**src/rtl/regfile_pkg.sv**
```systemverilog
// Shared constants for the MIPS32 register-file writeback path.
// Requester indices define the arbiter's input ordering.
package regfile_pkg;

    localparam int REG_ADDR_W = 5;
    localparam int REG_DATA_W = 32;

    localparam int WB_ALU     = 0;
    localparam int WB_LOAD    = 1;
    localparam int WB_MULDIV  = 2;
    localparam int NUM_WB_REQ = 3;

    // Width of an index into n requesters, never narrower than one bit.
    function automatic int idx_width(input int n);
        return (n <= 1) ? 1 : $clog2(n);
    endfunction

endpackage

```
**src/rtl/rr_arbiter.sv**
```systemverilog
// Combinational round-robin arbiter: grants the first requester after i_ptr.
// The pointer register belongs to the parent.
module rr_arbiter
    import regfile_pkg::*;
#(
    parameter int NUM_REQ = NUM_WB_REQ,
    parameter int IDX_W   = idx_width(NUM_REQ)
) (
    input  logic [NUM_REQ-1:0] i_req,
    input  logic [IDX_W-1:0]   i_ptr,
    output logic [NUM_REQ-1:0] o_gnt,
    output logic [IDX_W-1:0]   o_idx,
    output logic               o_any
);

    // Scan from lowest to highest priority so the nearest requester after ptr wins.
    always_comb begin
        o_gnt = '0;
        o_idx = '0;
        o_any = 1'b0;
        for (int k = NUM_REQ; k >= 1; k--) begin
            int j;
            j = (int'(i_ptr) + k) % NUM_REQ;
            if (i_req[j]) begin
                o_idx = IDX_W'(j);
                o_any = 1'b1;
            end
        end
        if (o_any) o_gnt[o_idx] = 1'b1;
    end

endmodule

```
**src/rtl/regfile_write_arbiter.sv**
```systemverilog
// Shares the register-file write port between ALU, load and mul/div writeback.
// REGFILE_SCOREBOARD_EN builds the pending-destination scoreboard; otherwise o_pending is 0.
module regfile_write_arbiter
    import regfile_pkg::*;
#(
    parameter int NUM_REQ = NUM_WB_REQ,
    parameter int ADDR_W  = REG_ADDR_W,
    parameter int DATA_W  = REG_DATA_W
) (
    input  logic                      i_clk,
    input  logic                      i_reset,
    input  logic [NUM_REQ-1:0]        i_req_valid,
    input  logic [NUM_REQ*ADDR_W-1:0] i_req_addr,
    input  logic [NUM_REQ*DATA_W-1:0] i_req_data,
    output logic [NUM_REQ-1:0]        o_req_ready,
    output logic                      o_wr_en,
    output logic [ADDR_W-1:0]         o_wr_addr,
    output logic [DATA_W-1:0]         o_wr_data,
    input  logic                      i_rsv_valid,
    input  logic [ADDR_W-1:0]         i_rsv_addr,
    output logic [(1<<ADDR_W)-1:0]    o_pending
);

    localparam int IDX_W = idx_width(NUM_REQ);
    localparam int NREG  = 1 << ADDR_W;

    logic [IDX_W-1:0]   r_ptr;
    logic               r_wr_en;
    logic [ADDR_W-1:0]  r_wr_addr;
    logic [DATA_W-1:0]  r_wr_data;

    logic [NUM_REQ-1:0] w_gnt;
    logic [IDX_W-1:0]   w_idx;
    logic               w_any;
    logic               w_xfer;
    logic [ADDR_W-1:0]  w_sel_addr;
    logic [DATA_W-1:0]  w_sel_data;

    rr_arbiter #(
        .NUM_REQ (NUM_REQ),
        .IDX_W   (IDX_W)
    ) u_arb (
        .i_req   (i_req_valid),
        .i_ptr   (r_ptr),
        .o_gnt   (w_gnt),
        .o_idx   (w_idx),
        .o_any   (w_any)
    );

    // Nothing may transfer while reset is held, so the grant is masked too.
    assign o_req_ready = i_reset ? '0 : w_gnt;
    assign w_xfer      = w_any && !i_reset;
    assign w_sel_addr  = i_req_addr[int'(w_idx)*ADDR_W +: ADDR_W];
    assign w_sel_data  = i_req_data[int'(w_idx)*DATA_W +: DATA_W];

    always_ff @(posedge i_clk) begin
        if (i_reset) begin
            r_ptr     <= IDX_W'(NUM_REQ - 1);
            r_wr_en   <= 1'b0;
            r_wr_addr <= '0;
            r_wr_data <= '0;
        end else begin
            // Writes to $zero are consumed but never reach the register file.
            r_wr_en <= w_xfer && (w_sel_addr != '0);
            if (w_xfer) begin
                r_ptr     <= w_idx;
                r_wr_addr <= w_sel_addr;
                r_wr_data <= w_sel_data;
            end
        end
    end

    assign o_wr_en   = r_wr_en;
    assign o_wr_addr = r_wr_addr;
    assign o_wr_data = r_wr_data;

`ifdef REGFILE_SCOREBOARD_EN
    logic [NREG-1:0] r_pending;
    logic [NREG-1:0] w_pending_nxt;

    // Clear on commit first, then set, so a same-edge re-reservation survives.
    always_comb begin
        w_pending_nxt = r_pending;
        if (r_wr_en) w_pending_nxt[r_wr_addr] = 1'b0;
        if (i_rsv_valid && (i_rsv_addr != '0)) w_pending_nxt[i_rsv_addr] = 1'b1;
    end

    always_ff @(posedge i_clk) begin
        if (i_reset) r_pending <= '0;
        else         r_pending <= w_pending_nxt;
    end

    assign o_pending = r_pending;
`else
    logic w_unused_rsv;
    assign w_unused_rsv = ^{i_rsv_valid, i_rsv_addr};
    assign o_pending    = {NREG{1'b0}};
`endif

endmodule

```
**config.mk**
```make
export PLATFORM = sky130hd
export DESIGN_NAME = regfile_write_arbiter
export DESIGN_NICKNAME = d
export VERILOG_FILES = /design/src/rtl/regfile_pkg.sv /design/src/rtl/rr_arbiter.sv /design/src/rtl/regfile_write_arbiter.sv
export SDC_FILE = /design/constraint.sdc
export NUM_CORES = 1
export LEC_CHECK = 0
export BUFFER_PORTS_ARGS = -buffer_cell sky130_fd_sc_hd__buf_2
export CAP_MARGIN = 20
export CORE_AREA = 2 2 93 95
export DETAILED_ROUTE_END_ITERATION = 8
export DIE_AREA = 0 0 95 97
export GPL_TIMING_DRIVEN = 0
export PLACE_DENSITY_LB_ADDON = 0.2
export SLEW_MARGIN = 0
export SYNTH_ARGS = -nofsm -noshare
export SYNTH_HDL_FRONTEND = slang
export SYNTH_SLANG_ARGS = --single-unit
export TNS_END_PERCENT = 1
```
**constraint.sdc**
```tcl
create_clock -name i_clk -period 2.1 [get_ports i_clk]
set_input_delay 0 -clock i_clk [delete_from_list [all_inputs] [get_ports i_clk]]
set_output_delay 0 -clock i_clk [all_outputs]
set_load 0.05 [all_outputs]
```
==> results.md, run 1 <==
- Worst Setup End Kind: flip-flop
- Crit path max fanout: 6
- Top area cells in the synthesized netlist: dfxtp_1 (26%), o31ai_2 (12%), buf_4 (9.7%)
- Num ports: 195
- Outcome: finished, violations left
- Latest clock arrival within the worst-skew pair: 0.29 ns
- DRT Pass-1 Iters: 4
- Ys Warns: 0
- Reg clk slew, reported paths: 0.09 ns
- Psw: 4.60 mW
- Critical Path Start Type: flip-flop
- Core ar.: 8130 µm²
- Crit path setup slack, layout: -0.308 ns
- Tmin final: 2.41 ns
- Vias in the first global route: 3257
- DRT iter0 DRCs: 108
- Slew Viols, Final: 0
- Seq pwr share: 13.7%
- Failing checks: negative setup slack
- Count of final setup violators: 41
- N_diodes: 0
- Unrepaired setup endpoints after global routing: true
- First-pass GRT wire length: 15.7 mm
- Max Freq: 415 MHz
- Dpl hpwl: 7.63 mm
- Antenna Nets Post-Route: 0
- Final net count: 740
- Total Routed Length: 10.8 mm
- Largest net degree at the start of global routing: 13
- CTS tree: built
- Area leader, netlist: dfxtp_1
- Final Wtd Congestion: 0.913
- Cell variety after synth: 47
- H-Tree Depth: 2
- Design Area, Final: 4860 µm²
- Die ar.: 9220 µm²
- Area grow syn2layout: 57.3%
- Hold WC Path Type: in -> reg
- Sequential fraction of the synthesis area: 25.9%
- Synth Register Bits: 40
- CTS Buffer Depth: 2
- Most common flop cell mapped by yosys: dfxtp_1
- Die Ht: 97 µm
- Post-Syn Instances: 388
- Clock root buffer: clkbuf_8
- Worst EP arrival: 2.62 ns
- Final hold vios: 0
- Worst ir drop on vdd: 0.920 mV
- Vias post-DR: 3621
- Die width: 95 µm
- Via density: 5.03
- Global route total overflow: 0
- Max Clock Skew: 0.00781 ns
- Post-DP Area: 4170 µm²
- Switch share: 50.3%
- Hold buffer count at CTS: 0
- Worst r2r path cells: 11
- Final Core Density: 59.7%
- Leak pwr: 2.44 nW
- Rows: 33
- Register Area: 808 µm²
- Critical path class: reg -> reg
- Clock power share: 7.0%
- Wirelength per Cell: 15.0 µm
- Tot Pwr: 9.15 mW
- Initial Util: 38.0%
- Number of synthesized flops with an enable pin: 0
- Pint: 4.54 mW
- Period utilisation layout: 115%
- Logic pwr share: 79.3%
- Initial antenna violation count: 0
- Area occupied by multi-input gates: 2120 µm²
- Asr flop ratio synth: 0%
- All-Layer GR Usage: 21.3%
- Residual DRC count: 0
- CTS sink count: 40
- Crit path required time: 2.31 ns
- Pwr dens: 1880 nW/µm²
- Worst Hold Depth: 3
- Post-Syn Area: 3090 µm²
- Total CTS buffers: 5
- Mean Syn Cell Area: 7.96 µm²
- Share of the synthesized area in the top cell type: 25.9%
- Fillers: 730
- Max Cap Violations: 0
- Share of layout cells above drive strength 1: 54.0%
- Port Buf Inserts: 155
[area by class of cell]
cell class,instances,area share (%)
tap,105,2.70
inverter,2,0.206
sequential,40,16.6
clock buffer,6,1.49
clock inverter,2,0.721
buffer,65,11.5
timing repair buffer,190,23.0
multi-input combinational,310,43.7
[final timing paths]
| kind | start | end | slack (ns) |
|---|---|---|---|
| hold reg to reg | o_wr_addr[0] | o_wr_addr[0] | 0.45 |
| hold / removal | i_req_data[88] | o_wr_data[24] | 0.02 |
| setup / recovery | r_ptr[0] | o_wr_data[3] | -0.31 |
| setup reg to reg | r_ptr[0] | o_wr_data[3] | -0.31 |
[worst max-delay path, cell delays in order (launching register included)]
cell and delay (ns):
dfxtp_4 0.37, buf_4 0.14, ha_4 0.18, mux2i_4 0.19, o21ai_4 0.31, buf_6 0.15
o31a_1 0.21, buf_6 0.17, buf_8 0.12, nand3_2 0.07, and3_4 0.19, o31ai_4 0.22
[per-stage QoR]
step | cells | TNS (ns) | setup WS (ns) | hold slack [ns]
floorplan | 419 | -0.721 | -0.127 | 0.202
detailed placement | 679 | -13.53 | -0.460 | 0.323
CTS | 712 | -8.10 | -0.254 | 0.00760
global placement | 679 | -11.99 | -0.437 | 0.314
finish | 720 | -9.63 | -0.308 | 0.0174
global route | 720 | -12.55 | -0.362 | 0.0128
[power by group through the flow]
stage / clock [mW] / combinational, mW / sequential [mW]
floorplan: 0 / 3.59 / 2.21
global placement: 0 / 5.68 / 1.26
detailed placement: 0 / 5.76 / 1.26
CTS: 0.653 / 6.48 / 1.25
global route: 0.688 / 7.75 / 1.29
finish: 0.638 / 7.25 / 1.26
[sequential cells by signal, indices dropped and copies added (netlist names)]
register,count
o_wr_data,32
o_wr_addr,5
r_ptr,2
o_wr_en,1
[cells in the final DEF, fill, tap and decap left out, types with 5 or more instances in the layout]
| cell | instances |
|---|---|
| o21ai_0 | 36 |
| nand2_1 | 37 |
| o31ai_1 | 5 |
| and3_1 | 29 |
| nand3_1 | 34 |
| buf_6 | 17 |
| o31ai_2 | 28 |
| clkbuf_8 | 5 |
| buf_4 | 63 |
| buf_2 | 155 |
| conb_1 | 32 |
| nor2_1 | 38 |
| buf_8 | 5 |
| dfxtp_1 | 38 |
[cell families after synthesis]
logic type | count (synthesis) | share of synthesized area (%)
AOI/OAI and AO/OA | 98 | 26.6
other | 1 | 0.121
muxes | 4 | 2.11
DFF | 40 | 25.9
buffers and inverters | 69 | 15.8
and+or+nand+nor | 172 | 27.8
adders and majority gates | 4 | 1.62
[metal layers]
metal | part of all wire, % | GRT usage, % | vias to the layer above
met3 | 8.5 | 4.21 | 4
met2 | 51 | 36.9 | 176
met4 | 0.50 | 4.68 | 0
met5 | 0 | 0 | -
li1 | - | - | 1763
met1 | 40 | 27.0 | 1678
[Yosys cell counts, types with 2 or more instances]
cell and instances:
a21oi_1 5, a22o_1 2, a31oi_1 2, and2_1 3, and3_1 32, and3b_1 2, and4_1 3, buf_2 10
buf_4 40, buf_6 9, clkbuf_1 7, dfxtp_1 40, ha_1 4, inv_1 2, mux2i_1 2, mux2i_4 2
nand2_1 38, nand2b_1 3, nand3_1 35, nand3b_1 2, nor2_1 41, nor3_1 6, o211a_1 3, o21ai_0 38
o31ai_1 7, o31ai_2 29
[repair_timing]
item,CTS,global route
cloned,0,2
gates resized for setup,42,39
buffers inserted,26,7
setup endpoints to repair,42,42
pin swaps,10,14
Power figures use the tool's default switching activity.
==> run 2: changes to the inputs <==
Settings changed: BUFFER_PORTS_ARGS -buffer_cell sky130_fd_sc_hd__buf_2 to not set, CORE_AREA 2 2 93 95 to 2 2 75 77, CTS_CLUSTER_DIAMETER set to 40, DIE_AREA 0 0 95 97 to 0 0 77 79, DONT_BUFFER_PORTS set to 1.
Clock period 2.1 ns to 2.9 ns, I/O delays scaled along.
==> run 2 against run 1 <==
The flow finishes with violations (negative hold slack). Clock skew about the same. Routed wire length down 14%. Register-to-register slack better by 0.55 ns. Clock-buffer cell count unchanged. Sequential power grew 30%. Setup slack better by 0.45 ns. Sequential cell count stayed put. Global-route usage rose by 7.9 points. Cell area decreased by 22%. Power is 43% lower. Largest cell class unchanged. Largest power group unchanged. Highest routed layer unchanged.
==> results.md, run 2 (same netlist as run 1, synthesis figures left out) <==
- Reg clk slew, reported paths: 0.08 ns (was 0.09 ns)
- Dpl hpwl: 6.59 mm (was 7.63 mm)
- Wl on met1: 3.49 mm (was 4.34 mm)
- Initial Util: 57.9% (was 38.0%)
- Top delay family on crit path: simple AND/OR/NAND/NOR gates (was compound AO/OA/AOI/OAI gates)
- Final Non-Filler Cells: 539 (was 720)
- Tmin final: 2.76 ns
- All-Layer GR Usage: 29.2% (was 21.3%)
- Worst path slowest cell: nor3_4 (was dfxtp_4)
- Die width: 77 µm (was 95 µm)
- Leak pwr: 1.69 nW (was 2.44 nW)
- Worst Hold Depth: 3 (unchanged)
- Unrepaired setup endpoints after global routing: false (was true)
- WHS: -0.000649 ns (was 0.0174 ns)
- Outcome: finished, violations left (unchanged)
- Worst EP arrival: 2.76 ns (was 2.62 ns)
- Critical Path Start Type: flip-flop (unchanged)
- N_diodes: 0 (unchanged)
- DRT Pass-1 Iters: 4 (unchanged)
- Buf/Inv on CP: 2 (was 4)
- Vias post-DR: 3086 (was 3621)
- Worst Setup End Kind: output port (was flip-flop)
- Rows: 27 (was 33)
- Met3 wire length: 871 µm (was 912 µm)
- H-Tree Depth: 2 (unchanged)
- Residual DRC count: 0 (unchanged)
- Slew @ Worst Pin: 0.611 ns
- Period utilisation layout: 95.1%
- Max layer used: met4 (unchanged)
- Final net count: 593 (was 740)
- Crit path max fanout: 7 (was 6)
- Critical path class: reg -> out (was reg -> reg)
- Share of layout cells above drive strength 1: 24.2% (was 54.0%)
- Wirelength per Cell: 17.2 µm (was 15.0 µm)
- Met2 WL post-DR: 4.63 mm (was 5.48 mm)
- Design Area, Final: 3800 µm² (was 4860 µm²)
- Crit path required time: 2.90 ns (was 2.31 ns)
- Commonest non-fill, non-tap cell in the layout: buf_4 (was buf_2)
- Register Area: 802 µm² (was 808 µm²)
- R2R setup slack: 0.24 ns (was -0.31 ns)
- CTS Buffer Depth: 2 (unchanged)
- Total CTS buffers: 5 (unchanged)
- Area occupied by multi-input gates: 1950 µm² (was 2120 µm²)
- Crit Reg-Reg Startpoint: r_ptr[1] (was r_ptr[0])
- Latest clock arrival within the worst-skew pair: 0.29 ns (about the same)
- Via density: 5.73 (was 5.03)
- Antenna Nets Post-Route: 0 (unchanged)
- Min-Delay Endpoint: o_wr_data[3] (was o_wr_data[24])
- Global route total overflow: 0 (unchanged)
- Worst ir drop on vdd: 0.888 mV (was 0.920 mV)
- Final Wtd Congestion: 0.877 (was 0.913)
- Worst reg2reg path endpoint: o_wr_data[28] (was o_wr_data[3])
- Hold Path Origin: i_req_data[3] (was i_req_data[88])
- DRT iter0 DRCs: 161 (was 108)
- Hold WC Path Type: in -> reg (unchanged)
- Failing checks: negative hold slack (was negative setup slack)
- Initial antenna violation count: 0 (unchanged)
- Clock root buffer: clkbuf_8 (unchanged)
- Num ports: 195 (unchanged)
- CTS tree: built (unchanged)
- Count of final setup violators: 0 (was 41)
- Commonest cells after routing, fill and taps aside: buf_4 (45), nor2_1 (39), dfxtp_1 (39) (was buf_2 (155), buf_4 (63), nor2_1 (38), dfxtp_1 (38), nand2_1 (37))
- Fillers: 460 (was 730)
- Max Clock Skew: 0.00754 ns (was 0.00781 ns)
- Die ar.: 6080 µm² (was 9220 µm²)
- Area grow syn2layout: 23.0% (was 57.3%)
- Post-DP Area: 3300 µm² (was 4170 µm²)
- Core ar.: 5340 µm² (was 8130 µm²)
- Tot Pwr: 5.23 mW (was 9.15 mW)
- Vias in the first global route: 2928 (was 3257)
- Max Cap Violations: 0 (unchanged)
- Final hold vios: 1 (was 0)
- Rel. slew slack: 59.3%
- Total Routed Length: 9.28 mm (was 10.8 mm)
- Port Buf Inserts: 0 (was 155)
- Max stage delay on crit path: 0.53 ns (was 0.37 ns)
- Max reg flops: 32 (unchanged)
- Pwr dens: 1370 nW/µm² (was 1880 nW/µm²)
- Worst r2r path cells: 10 (was 11)
- Max Freq: 363 MHz
- Die Ht: 79 µm (was 97 µm)
- Largest net degree at the start of global routing: 20 (was 13)
- Critical path cell sequence: inv_1, ha_1, mux2i_1, o21ai_4, o311ai_4, buf_6, nand2_1, nor3_4 (was buf_4, ha_4, mux2i_4, o21ai_4, buf_6, o31a_1, buf_6, buf_8, nand3_2, and3_4, o31ai_4)
- First-pass GRT wire length: 14.3 mm (was 15.7 mm)
- CTS sink count: 40 (unchanged)
- Slew Viols, Final: 0 (unchanged)
- Placed Cells: 491 (was 679)
[run 2: worst max path at each step]
| stage | to | cells past startpoint | slack, ns | start |
|---|---|---|---|---|
| after CTS | o_req_ready[0] | 9 | -0.03 | r_ptr[0] |
| final | o_req_ready[0] | 8 | 0.14 | r_ptr[1] |
| after global placement | o_req_ready[1] | 10 | -0.14 | r_ptr[0] |
| after global routing | o_req_ready[0] | 8 | 0.03 | r_ptr[1] |
| after floorplan | o_req_ready[1] | 10 | 0.20 | r_ptr[0] |
| after detailed placement | o_req_ready[1] | 10 | -0.17 | r_ptr[0] |
[run 2: final cells by class]
class | instances | share of cell area (%)
multi-input cells | 311 | 51.3
clock buffers | 6 | 1.91
plain buffers | 66 | 12.5
clock inverters | 1 | 0.132
flip-flops and latches | 40 | 21.1
repair buffers | 41 | 10.5
well taps | 72 | 2.37
inverters | 2 | 0.197
[run 2: layer usage]
layer,GRT usage [%],up-vias
met2,51.8,142
met3,10.1,32
met1,32.3,1437
met5,0,-
met4,11.6,0
li1,-,1475
[run 2: metrics by stage]
step / worst slack, ns / utilization (%) / TNS, ns / hold WS (ns)
finish: 0.142 / 71.2 / 0 / -0.000649
global route: 0.0349 / 71.2 / 0 / 0.00588
CTS: -0.0307 / 70.3 / -0.0389 / 0.00137
detailed placement: -0.172 / 61.8 / -0.288 / 0.215
global placement: -0.140 / 61.8 / -0.209 / 0.205
floorplan: 0.204 / - / 0 / 0.202
[run 2: what timing repair did]
| action | in CTS | in global routing |
|---|---|---|
| pin swaps | 2 | 2 |
| hold buffers | 36 | 0 |
| gates cloned | 0 | 1 |
| buffers inserted | 1 | 4 |
| hold endpoints to repair | 32 | 0 |
| setup endpoints to repair | 3 | 16 |
| resized for setup | 3 | 3 |
[run 2: power by group]
part           internal [mW]  total [mW]  switching [mW]
clock network          0.164       0.351           0.187
logic                   1.35        3.24            1.89
registers              0.787        1.64           0.850
total                   2.30        5.23            2.93
[run 2: tightest hold or removal path, stage by stage]
cell	delay [ns]
nand3_1	0.04
and3_1	0.16
o31ai_2	0.05
==> run 3: changes to the inputs <==
Clock period 2.9 ns to 3.1 ns, I/O delays scaled along.
==> run 3 against run 2 <==
The run ends with negative setup slack left. Clock skew down 0.0026 ns. Via count up 3.5%. First-iteration DRC count up 8.1%. Combinational power down 7.1%. Global-route usage up 0.92 points. Sequential power down 6%. Sequential share of layout area down 0.74 points. Cell area up 3.5%. Worst hold slack better by 0.0082 ns.
==> results.md, run 3 (same netlist as run 1, synthesis figures left out) <==
- Outcome: finished, violations left (unchanged)
- Failing checks: negative setup slack (was negative hold slack)
- Largest net degree at the start of global routing: 13 (was 20)
- Max Cap Violations: 0 (unchanged)
- Max reg flops: 32 (unchanged)
- DRT iter0 DRCs: 174 (was 161)
- Crit path required time: 3.10 ns (was 2.90 ns)
- N_diodes: 0 (unchanged)
- Worst r2r path cells: 11 (was 10)
- Hold WC Path Type: in -> reg (unchanged)
- First-pass GRT wire length: 14.8 mm (was 14.3 mm)
- Tmin final: 3.10 ns
- Tot Pwr: 4.91 mW (was 5.23 mW)
- Worst Hold Depth: 3 (unchanged)
- Residual DRC count: 0 (unchanged)
- Dpl hpwl: 6.73 mm (was 6.59 mm)
- Initial Util: 57.9% (unchanged)
- Final Wtd Congestion: 0.954 (was 0.877)
- Clock root buffer: clkbuf_8 (unchanged)
- Total Routed Length: 9.71 mm (was 9.28 mm)
- H-Tree Depth: 2 (unchanged)
- Slew @ Worst Pin: 0.900 ns (was 0.611 ns)
- Die width: 77 µm (unchanged)
- Area grow syn2layout: 27.3% (was 23.0%)
- Worst EP arrival: 3.10 ns (was 2.76 ns)
- Worst Setup End Kind: output port (unchanged)
- Vias post-DR: 3193 (was 3086)
- Top delay family on crit path: simple AND/OR/NAND/NOR gates (unchanged)
- Slew Viols, Final: 0 (unchanged)
- Commonest non-fill, non-tap cell in the layout: dlygate4sd3_1 (was buf_4)
- Reg clk slew, reported paths: 0.08 ns (about the same)
- Post-CTS setup buffer count: 0 (was 1)
- Rel. slew slack: 39.8% (was 59.3%)
- Antenna Nets Post-Route: 0 (unchanged)
- Crit. path cell count: 11 (was 8)
- CTS tree: built (unchanged)
- Die Ht: 79 µm (unchanged)
- Critical path cell sequence: inv_1, ha_1, buf_6, nand3b_1, o21ai_4, or3_1, buf_2, nand2b_1, buf_4, buf_6, nor2_1 (was inv_1, ha_1, mux2i_1, o21ai_4, o311ai_4, buf_6, nand2_1, nor3_4)
- All-Layer GR Usage: 30.2% (was 29.2%)
- CTS sink count: 40 (unchanged)
- CTS Buffer Depth: 2 (unchanged)
- Buf/Inv on CP: 5 (was 2)
- Via density: 5.77 (was 5.73)
- Num ports: 195 (unchanged)
- Count of final setup violators: 1 (was 0)
- Max stage delay on crit path: 0.69 ns (was 0.53 ns)
- Total CTS buffers: 5 (unchanged)
- Crit path setup slack, layout: -0.00350 ns (was 0.142 ns)
- Latest clock arrival within the worst-skew pair: 0.29 ns (about the same)
- Worst ir drop on vdd: 0.917 mV (was 0.888 mV)
- Share of layout cells above drive strength 1: 22.2% (was 24.2%)
- Leak pwr: 1.76 nW (was 1.69 nW)
- Commonest cells after routing, fill and taps aside: dlygate4sd3_1 (53), nor2_1 (41), buf_4 (41) (was buf_4 (45), nor2_1 (39), dfxtp_1 (39))
- Pwr dens: 1250 nW/µm² (was 1370 nW/µm²)
- R2R setup slack: 0.07 ns (was 0.24 ns)
- Final Core Density: 73.7% (was 71.2%)
- Port Buf Inserts: 0 (unchanged)
- Worst path slowest cell: nor2_1 (was nor3_4)
- Unrepaired setup endpoints after global routing: true (was false)
- Vias in the first global route: 3106 (was 2928)
- Wirelength per Cell: 17.6 µm (was 17.2 µm)
- Final hold vios: 0 (was 1)
- Period utilisation layout: 100%
- Initial antenna violation count: 0 (unchanged)
- Die ar.: 6080 µm² (unchanged)
- Max Freq: 322 MHz
- Fillers: 445 (was 460)
- Rows: 27 (unchanged)
- Core ar.: 5340 µm² (unchanged)
- Critical Path Start Type: flip-flop (unchanged)
- Final net count: 606 (was 593)
- Critical path class: reg -> out (unchanged)
- DRT Pass-1 Iters: 5 (was 4)
- CP most frequent cell: buf_6
- Max Clock Skew: 0.00499 ns (was 0.00754 ns)
- Global route total overflow: 0 (unchanged)
- Crit path max fanout: 10 (was 7)
==> run 3: final cells by class <==
| cell class | count | area (µm²) | area share [%] |
|---|---|---|---|
| flip-flops and latches | 40 | 801 | 20.4 |
| clock buffers | 6 | 82.6 | 2.10 |
| well taps | 72 | 90.1 | 2.29 |
| plain buffers | 67 | 484 | 12.3 |
| repair buffers | 54 | 538 | 13.7 |
| multi-input cells | 310 | 1920 | 48.8 |
| inverters | 2 | 7.51 | 0.191 |
| clock inverters | 2 | 10.0 | 0.255 |
==> run 3: worst register-to-register path, delay by kind of cell (launching register included) <==
kind            cells  cell delay (ns)
fa+ha+maj           1             0.37
flops               1             0.39
compound gates      3             0.76
buf+inv             5             1.22
simple gates        2             0.25
==> run 3: worst paths after layout <==
check / start / endpoint
worst max-delay path: r_ptr[0] / o_req_ready[2]
worst min-delay path: i_req_data[25] / o_wr_data[25]
worst max register to register: r_ptr[0] / o_wr_data[23]
worst min register to register: r_ptr[0] / r_ptr[0]
==> run 3: metal layers <==
| metal | global-route usage [%] | vias to the layer above | wire length [µm] |
|---|---|---|---|
| met3 | 9.20 | 16 | 1020 |
| met2 | 54.6 | 196 | 4950 |
| met1 | 33.6 | 1483 | 3600 |
| met5 | 0 | - | 0 |
| met4 | 10.5 | 0 | 142 |
| li1 | - | 1498 | - |
==> run 3: through the flow <==
stage | hold WS, ns | instances | worst slack [ns] | instance area, µm² | setup TNS (ns)
after detailed placement | 0.218 | 492 | 0.0231 | 3300 | 0
after CTS | 0.000713 | 553 | -0.0275 | 3930 | -0.0324
after floorplan | 0.202 | 419 | 0.0888 | 3210 | 0
after global placement | 0.207 | 491 | -0.239 | 3300 | -0.239
after global routing | 0.00264 | 553 | -0.165 | 3930 | -0.544
final | 0.00756 | 553 | -0.00350 | 3930 | -0.00350
==> run 3: where the power goes <==
part,leakage (nW),total (mW),internal [mW],switching (mW)
sequential,0.333,1.54,0.735,0.801
combinational,1.37,3.01,1.24,1.77
clock,0.0510,0.363,0.178,0.185
total,1.76,4.91,2.16,2.75
==> run 3: what timing repair did <==
item                                    in CTS  in global routing
hold buffers                                53                  0
pin swaps                                    0                  0
endpoints found under the hold margin       32                  0
resized for setup                            1                  1
endpoints found under the setup margin       1                  5
